--- src/rtl/pdp6_iob_pkg.sv ---
// Shared PDP-6 IO bus definitions: device codes, CONI/CONO status
// bit positions and the PIA-to-request decode.
package pdp6_iob_pkg;

    localparam logic [6:0] PTR = 7'o021;

    localparam int ST_BINARY = 30;
    localparam int ST_BUSY   = 31;
    localparam int ST_FLAG   = 32;
    localparam int ST_PIA_HI = 33;
    localparam int ST_PIA_LO = 35;

    localparam int FRAMES_PER_WORD = 6;

    typedef logic [0:35] word_t;
    typedef logic [1:8]  frame_t;
    typedef logic [1:7]  pi_t;

    // PIA 0 means "no channel", so it never raises a request.
    function automatic pi_t pia_decode(input logic [2:0] pia,
                                       input logic req);
        pi_t r;
        r = '0;
        for (int i = 1; i <= 7; i++) begin
            r[i] = req && (pia == 3'(i));
        end
        return r;
    endfunction

endpackage

--- src/rtl/ptr_asm.sv ---
// Paper-tape frame assembler: buffer, frame counter, hole-8 filter
// and the one-cycle done pulse that completes a word or character.
module ptr_asm
    import pdp6_iob_pkg::*;
(
    input  logic        clk,
    input  logic        reset,
    input  logic        clr,
    input  logic        take,
    input  logic        alpha,
    input  logic [1:8]  frame,
    output logic [0:35] word,
    output logic        done
);

    word_t      word_q, word_d;
    logic [2:0] cnt_q, cnt_d;

    always_comb begin
        word_d = word_q;
        cnt_d  = cnt_q;
        done   = 1'b0;
        if (clr) begin
            word_d = '0;
            cnt_d  = '0;
        end else if (take) begin
            if (alpha) begin
                word_d = {28'b0, frame};
                done   = 1'b1;
            end else if (frame[1]) begin
                // hole 8 marks a data frame; others are leader/feed
                word_d = {word_q[6:35], frame[3:8]};
                if (cnt_q == 3'(FRAMES_PER_WORD - 1)) begin
                    cnt_d = '0;
                    done  = 1'b1;
                end else begin
                    cnt_d = cnt_q + 3'd1;
                end
            end
        end
    end

    always_ff @(posedge clk) begin
        if (reset) begin
            word_q <= '0;
            cnt_q  <= '0;
        end else begin
            word_q <= word_d;
            cnt_q  <= cnt_d;
        end
    end

    assign word = word_q;

endmodule

--- src/rtl/ptr_ctl.sv ---
// PDP-6 paper-tape reader controller (device 104): status, IO decode,
// DATAI restart and PI request. PTR_ALPHA_EN enables alpha mode.
module ptr_ctl
    import pdp6_iob_pkg::*;
#(
    parameter logic [6:0] DEV = PTR
) (
    input  logic        clk,
    input  logic        reset,
    input  logic        iob_reset,
    input  logic [3:9]  iob_ios,
    input  logic        iob_cono_clear,
    input  logic        iob_cono_set,
    input  logic        iob_fm_datai,
    input  logic        iob_fm_status,
    input  logic [0:35] iob_out,
    output logic [0:35] iob_in,
    output logic [1:7]  pi_req,
    input  logic [1:8]  tape_frame,
    input  logic        tape_valid,
    output logic        tape_ready
);

    logic       busy_q, busy_d;
    logic       flag_q, flag_d;
    logic [2:0] pia_q, pia_d;
    logic       datai_q;
    logic       binary;

    logic  rst, sel;
    logic  cono_clr, cono_set, set_busy;
    logic  datai_rd, datai_edge;
    logic  asm_clr, asm_take, asm_done;
    word_t word;

    assign rst        = reset | iob_reset;
    assign sel        = (iob_ios == DEV);
    assign cono_clr   = sel & iob_cono_clear;
    assign cono_set   = sel & iob_cono_set;
    assign set_busy   = cono_set & iob_out[ST_BUSY];
    assign datai_rd   = sel & iob_fm_datai;
    assign datai_edge = datai_rd & ~datai_q;

    assign tape_ready = busy_q & ~flag_q;
    assign asm_clr    = cono_clr | datai_edge | set_busy;
    // A frame loses to any bus command landing in the same cycle.
    assign asm_take   = tape_valid & tape_ready & ~asm_clr & ~cono_set;

`ifdef PTR_ALPHA_EN
    logic binary_q, binary_d;
    logic unused_iob;
    assign binary     = binary_q;
    assign unused_iob = ^iob_out[0:29];
`else
    logic unused_iob;
    assign binary     = 1'b1;
    assign unused_iob = ^{iob_out[0:29], iob_out[ST_BINARY]};
`endif

    always_comb begin
        busy_d = busy_q;
        flag_d = flag_q;
        pia_d  = pia_q;
`ifdef PTR_ALPHA_EN
        binary_d = binary_q;
`endif
        if (cono_clr) begin
            busy_d = 1'b0;
            flag_d = 1'b0;
            pia_d  = '0;
`ifdef PTR_ALPHA_EN
            binary_d = 1'b0;
`endif
        end else if (datai_edge) begin
            busy_d = 1'b1;
            flag_d = 1'b0;
        end else if (cono_set) begin
            busy_d = busy_q | iob_out[ST_BUSY];
            flag_d = flag_q | iob_out[ST_FLAG];
            pia_d  = pia_q | iob_out[ST_PIA_HI:ST_PIA_LO];
`ifdef PTR_ALPHA_EN
            binary_d = binary_q | iob_out[ST_BINARY];
`endif
        end else if (asm_done) begin
            busy_d = 1'b0;
            flag_d = 1'b1;
        end
    end

    always_ff @(posedge clk) begin
        if (rst) begin
            busy_q  <= 1'b0;
            flag_q  <= 1'b0;
            pia_q   <= '0;
            datai_q <= 1'b0;
`ifdef PTR_ALPHA_EN
            binary_q <= 1'b0;
`endif
        end else begin
            busy_q  <= busy_d;
            flag_q  <= flag_d;
            pia_q   <= pia_d;
            datai_q <= datai_rd;
`ifdef PTR_ALPHA_EN
            binary_q <= binary_d;
`endif
        end
    end

    ptr_asm u_asm (
        .clk   (clk),
        .reset (rst),
        .clr   (asm_clr),
        .take  (asm_take),
        .alpha (~binary),
        .frame (tape_frame),
        .word  (word),
        .done  (asm_done)
    );

    always_comb begin
        iob_in = '0;
        if (datai_rd) begin
            iob_in = word;
        end else if (sel & iob_fm_status) begin
            iob_in = {30'b0, binary, busy_q, flag_q, pia_q};
        end
    end

    assign pi_req = pia_decode(pia_q, flag_q);

endmodule
--- config.mk ---
export PLATFORM = sky130hd
export DESIGN_NAME = ptr_ctl
export DESIGN_NICKNAME = d
export VERILOG_FILES = /design/src/rtl/pdp6_iob_pkg.sv /design/src/rtl/ptr_asm.sv /design/src/rtl/ptr_ctl.sv
export SDC_FILE = /design/constraint.sdc
export NUM_CORES = 1
export LEC_CHECK = 0
export CELL_PAD_IN_SITES_DETAIL_PLACEMENT = 0
export CELL_PAD_IN_SITES_GLOBAL_PLACEMENT = 1
export CORE_UTILIZATION = 31
export CTS_CLUSTER_SIZE = 16
export DETAILED_ROUTE_END_ITERATION = 8
export PLACE_DENSITY_LB_ADDON = 0.1
export SYNTH_ARGS = -nofsm -noshare
export SYNTH_HDL_FRONTEND = slang
export SYNTH_SLANG_ARGS = --single-unit
--- constraint.sdc ---
create_clock -name clk -period 5 [get_ports clk]
set_input_delay 1.25 -clock clk [delete_from_list [all_inputs] [get_ports clk]]
set_output_delay 1.25 -clock clk [all_outputs]
set_load 0.01 [all_outputs]
==> results of run 1 <==
==> flip-flops by register name (all words and copies together), names as in the netlist <==
register,flops
datai_q,1
flag_q,1
pia_q,3
u_asm.cnt_q,3
busy_q,1
u_asm.word,36
==> worst reg2reg max path, cell delays in order (launching register included) <==
cell and delay [ps]:
sky130_fd_sc_hd__dfxtp_1 370, sky130_fd_sc_hd__nor2b_1 180, sky130_fd_sc_hd__nand3_1 650, sky130_fd_sc_hd__buf_4 460
sky130_fd_sc_hd__o21ai_0 170, sky130_fd_sc_hd__a21oi_1 80
==> path summary, 6_finish.rpt <==
kind                      start        endpoint  slack [ps]  cells after the start
setup / recovery     iob_ios[6]      iob_in[28]         460                      6
setup reg to reg         busy_q  u_asm.word[28]        2970                      5
hold reg to reg   u_asm.word[4]   u_asm.word[4]         470                      2
hold / removal    u_asm.word[4]   u_asm.word[4]         470                      2
==> routing by layer <==
| layer | GRT usage (%) | vias to the layer above |
|---|---|---|
| met5 | 0 | - |
| met4 | 4.92 | 0 |
| met3 | 2.84 | 5 |
| met2 | 27.2 | 46 |
| met1 | 24.4 | 1078 |
| li1 | - | 1142 |
==> Yosys cell counts (all sizes together) <==
master / n / share of area (%)
nor4b: 2 / 1.4
nand2: 12 / 2.1
and2: 1 / 0.28
o311a: 1 / 0.45
o211ai: 1 / 0.56
or4: 1 / 0.33
o21ai: 41 / 9.3
o211a: 1 / 0.78
clkbuf: 15 / 2.8
or2: 1 / 0.39
dfxtp: 45 / 40
nor3: 2 / 0.45
nand2b: 4 / 1.1
and3: 32 / 9.0
a41oi: 3 / 1.2
and4b: 1 / 0.45
nor2b: 2 / 0.89
or3: 1 / 0.28
nor3b: 2 / 0.89
a21oi: 45 / 10
nand3: 38 / 8.5
mux2i: 1 / 0.45
buf: 13 / 4.0
or4b: 1 / 0.61
nor2: 21 / 3.5
==> logic make-up after synthesis <==
logic type      count (synthesis)
mux                             1
compound gates                 92
flops                          45
buf+inv                        28
simple gates                  121
==> cell usage in the layout, fill, tap and decap left out, types with 2 or more instances in the layout <==
| cell | synthesis | routed |
|---|---|---|
| sky130_fd_sc_hd__clkdlybuf4s50_1 | 0 | 70 |
| sky130_fd_sc_hd__dfxtp_1 | 45 | 45 |
| sky130_fd_sc_hd__a21oi_1 | 44 | 44 |
| sky130_fd_sc_hd__o21ai_0 | 40 | 40 |
| sky130_fd_sc_hd__nand3_1 | 38 | 38 |
| sky130_fd_sc_hd__and3_1 | 31 | 31 |
| sky130_fd_sc_hd__nor2_1 | 21 | 21 |
| sky130_fd_sc_hd__nand2_1 | 11 | 11 |
| sky130_fd_sc_hd__buf_4 | 3 | 7 |
| sky130_fd_sc_hd__clkbuf_8 | 0 | 6 |
| sky130_fd_sc_hd__nand2b_1 | 4 | 4 |
| sky130_fd_sc_hd__a41oi_1 | 3 | 3 |
| sky130_fd_sc_hd__nor3_1 | 2 | 2 |
==> per-stage QoR <==
stage / cell area, um2 / hold WS [ps] / std cells / worst slack, ps
finish: 3080 / 475 / 440 / 457
global route: 3080 / 494 / 440 / 359
CTS: 3080 / 480 / 440 / 419
detailed placement: 2990 / 469 / 433 / 424
global placement: 2990 / 460 / 433 / 411
floorplan: 2250 / 446 / 287 / 1420
==> area by class of cell <==
class                           instances  area [um2]  share of cell area (%)
Sequential cell                        45         901                    29.3
Multi-Input combinational cell        214        1190                    38.8
Clock inverter                          1        7.51                   0.244
Tap cell                               96         120                    3.90
Clock buffer                            6        82.6                    2.68
Timing Repair Buffer                   78         773                    25.1
==> where the power goes <==
group / internal [mW] / switching (mW) / leakage [nW]
clock network: 0.109 / 0.119 / 0.0433
logic: 0.0235 / 0.0208 / 0.649
registers: 0.358 / 0.0000522 / 0.362
==> results.md, run 1 <==
Status:
- The flow ran to the end, and the final reports show no timing, DRC or antenna violations.

Critical path:
- The endpoint kind of the worst setup timing path is an output port.
- Along the worst path, the maximum fanout reaches 30.
- The buffer and inverter count on the worst path is 3.
- Counting stages on the worst path, the most repeated cell is sky130_fd_sc_hd__clkdlybuf4s50_1.
- The critical path arrival is 3290 ps.
- The cell family with the largest share of critical-path delay is buffers and inverters.
- STA classifies the critical path startpoint as an input pin.
- The standard cell with the maximum stage delay on the critical path is sky130_fd_sc_hd__clkdlybuf4s50_1.
- Traced cell by cell, the critical path runs through clkdlybuf4s50_1 > nor4b_4 > and2_1 > buf_12 > and3_1 > clkdlybuf4s50_1.
- For the worst setup path, the data required time is 3750 ps.
- The stage delay of the slowest cell on the critical path is 540 ps.
- The worst setup path is of the in -> out kind.

Timing:
- After layout, the worst path uses 90.9% of the clock period.
- For the pin with the worst max-slew slack, the measured transition is 907 ps.
- The worst clock skew is 10.5 ps.
- Static timing analysis puts the maximum clock frequency at 220 MHz.
- Setup repair after global routing left no endpoint under its margin.
- The number of endpoints with negative hold slack in the final report is 0.
- Setup violations remaining at the end of the flow were counted as 0.
- The accumulated negative setup slack is 0 ps.
- The shortest clock period the worst path allows after layout is 4540 ps.
- In this run the tightest slew margin relative to its limit is 39.4%.
- The final number of max-transition violations is 0.

Drt:
- The detailed-router iteration count before antenna repair is 4.
- The highest metal layer carrying signal wires in the routed design is met4.
- The mean routed wirelength per cell is 14.7 um.
- The aggregate routed wire length is 6.45 mm.
- The per-cell via count in the routed design is 5.16.
- In this run, the number of DRC markers left after iteration 0 of detailed routing was 167.
- The post-detailed-route DRC marker count is 0.
- The met3 wire length is 268 um.
- The routed length on met2 is 2.97 mm.
- The detailed-route wire length on metal 1 is 3.15 mm.
- Detailed routing inserted a total of 2271 vias.
- The number of nets with antenna violations after detailed routing is 0.

Layout:
- The final core utilization is 44.5%.
- The number of diodes is 0.
- From synthesis to final layout, the design area changed by 37.0%.
- The layout net count is 403.
- The number of filler cells placed in the layout is 735.
- The layout cell share with drive strength beyond 1 is 7.56%.

Clocking:
- At the later pin of the worst-skew pair, clock insertion delay measures 300 ps.
- CTS placed an instance of sky130_fd_sc_hd__clkbuf_8 at the clock tree root.
- The maximum clock path buffer count is 2.
- Gates resized during post-CTS repair numbered 0.
- The sink count of the clock tree is 45.
- TritonCTS built the clock tree.
- The clock-pin slew reported for the worst setup and hold paths after clock tree synthesis is 80 ps.
- The CTS H-tree depth is 2.
- Clock tree synthesis inserted a total of 5 buffers.
- The post-CTS setup repair buffer count is 0.
- The number of hold-repair buffers added at the cts stage is 0.

Global routing:
- Entering global routing, the biggest net connects 45 pins.
- Summed over all layers, the global routing overflow is 0.
- In the global route stage, overall resource usage came out at 17.3%.
- The first global-routing pass estimated 10.3 mm of wire.
- The number of antenna violations at the first check in global routing was 0.
- The via count of the first global-routing pass is 2101.

Synth:
- After Yosys synthesis, XOR and XNOR cells account for 0% of the synthesized area.
- The arithmetic-cell share of the synthesized area counting full adders, half adders and majority gates is 0%.
- The post-synthesis cell area is 2250 um2.
- The main combinational cell family by area after synthesis is simple AND/OR/NAND/NOR gates.
- In the synthesized netlist, the number of instances is 287.
- The average instance in the mapped netlist occupies 7.83 um2.
- The portion of synthesized area spent on multiplexers is 0.446%.
- The synthesized netlist devotes 30.2% of its cell area to simple gates.
- The net count after synthesis is 346.
- The Yosys warning count is 0.
- Synthesis instantiated 36 different standard cells from the library.
- The synthesized netlist devotes 22.5% of its cell area to compound gates.
- The sequential cell area fraction in the yosys report is 40.1%.
- Counting flops and latches in the post-synthesis netlist gives 45.

Die:
- In this run the count of I/O pins placed on the die edge is 103.
- The chip height is 87.1 um.
- The core region is 6910 um2.
- Once the floorplan was initialized, standard cells occupied 32.5% of the core.
- The floorplan has 30 rows.
- The chip width is 87.1 um.
- The floorplan step defined a die boundary enclosing 7590 um2.

Run:
- The tool flagged a number of max-cap violations equal to 0.

Min path:
- The worst hold path belongs to the class reg -> reg.

Power:
- Dividing total power by cell area gives a power density of 205 nW/um2.
- The total power consumption of the routed design is 0.631 mW.
- The maximum ir drop on the vdd rail is 0.135 mV.
- The analysis attributes to cell leakage a power of 1.05 nW.

Place:
- In this run the tool buffered the top-level ports with 70 buffer cells.
- The detailed placement HPWL is 4.05 mm.
- Routability-driven placement finished with a final weighted congestion of 0.778.
(Power assumes the default switching activity.)
==> inputs of run 2 (changes only) <==
--- a/config.mk
+++ b/config.mk
@@ -11,6 +11,7 @@
 export CTS_CLUSTER_SIZE = 16
 export DETAILED_ROUTE_END_ITERATION = 8
 export PLACE_DENSITY_LB_ADDON = 0.1
+export SLEW_MARGIN = 0
 export SYNTH_ARGS = -nofsm -noshare
 export SYNTH_HDL_FRONTEND = slang
 export SYNTH_SLANG_ARGS = --single-unit
==> results of run 2 <==
No change in the layout: final DEF, timing and power equal those of run 1.
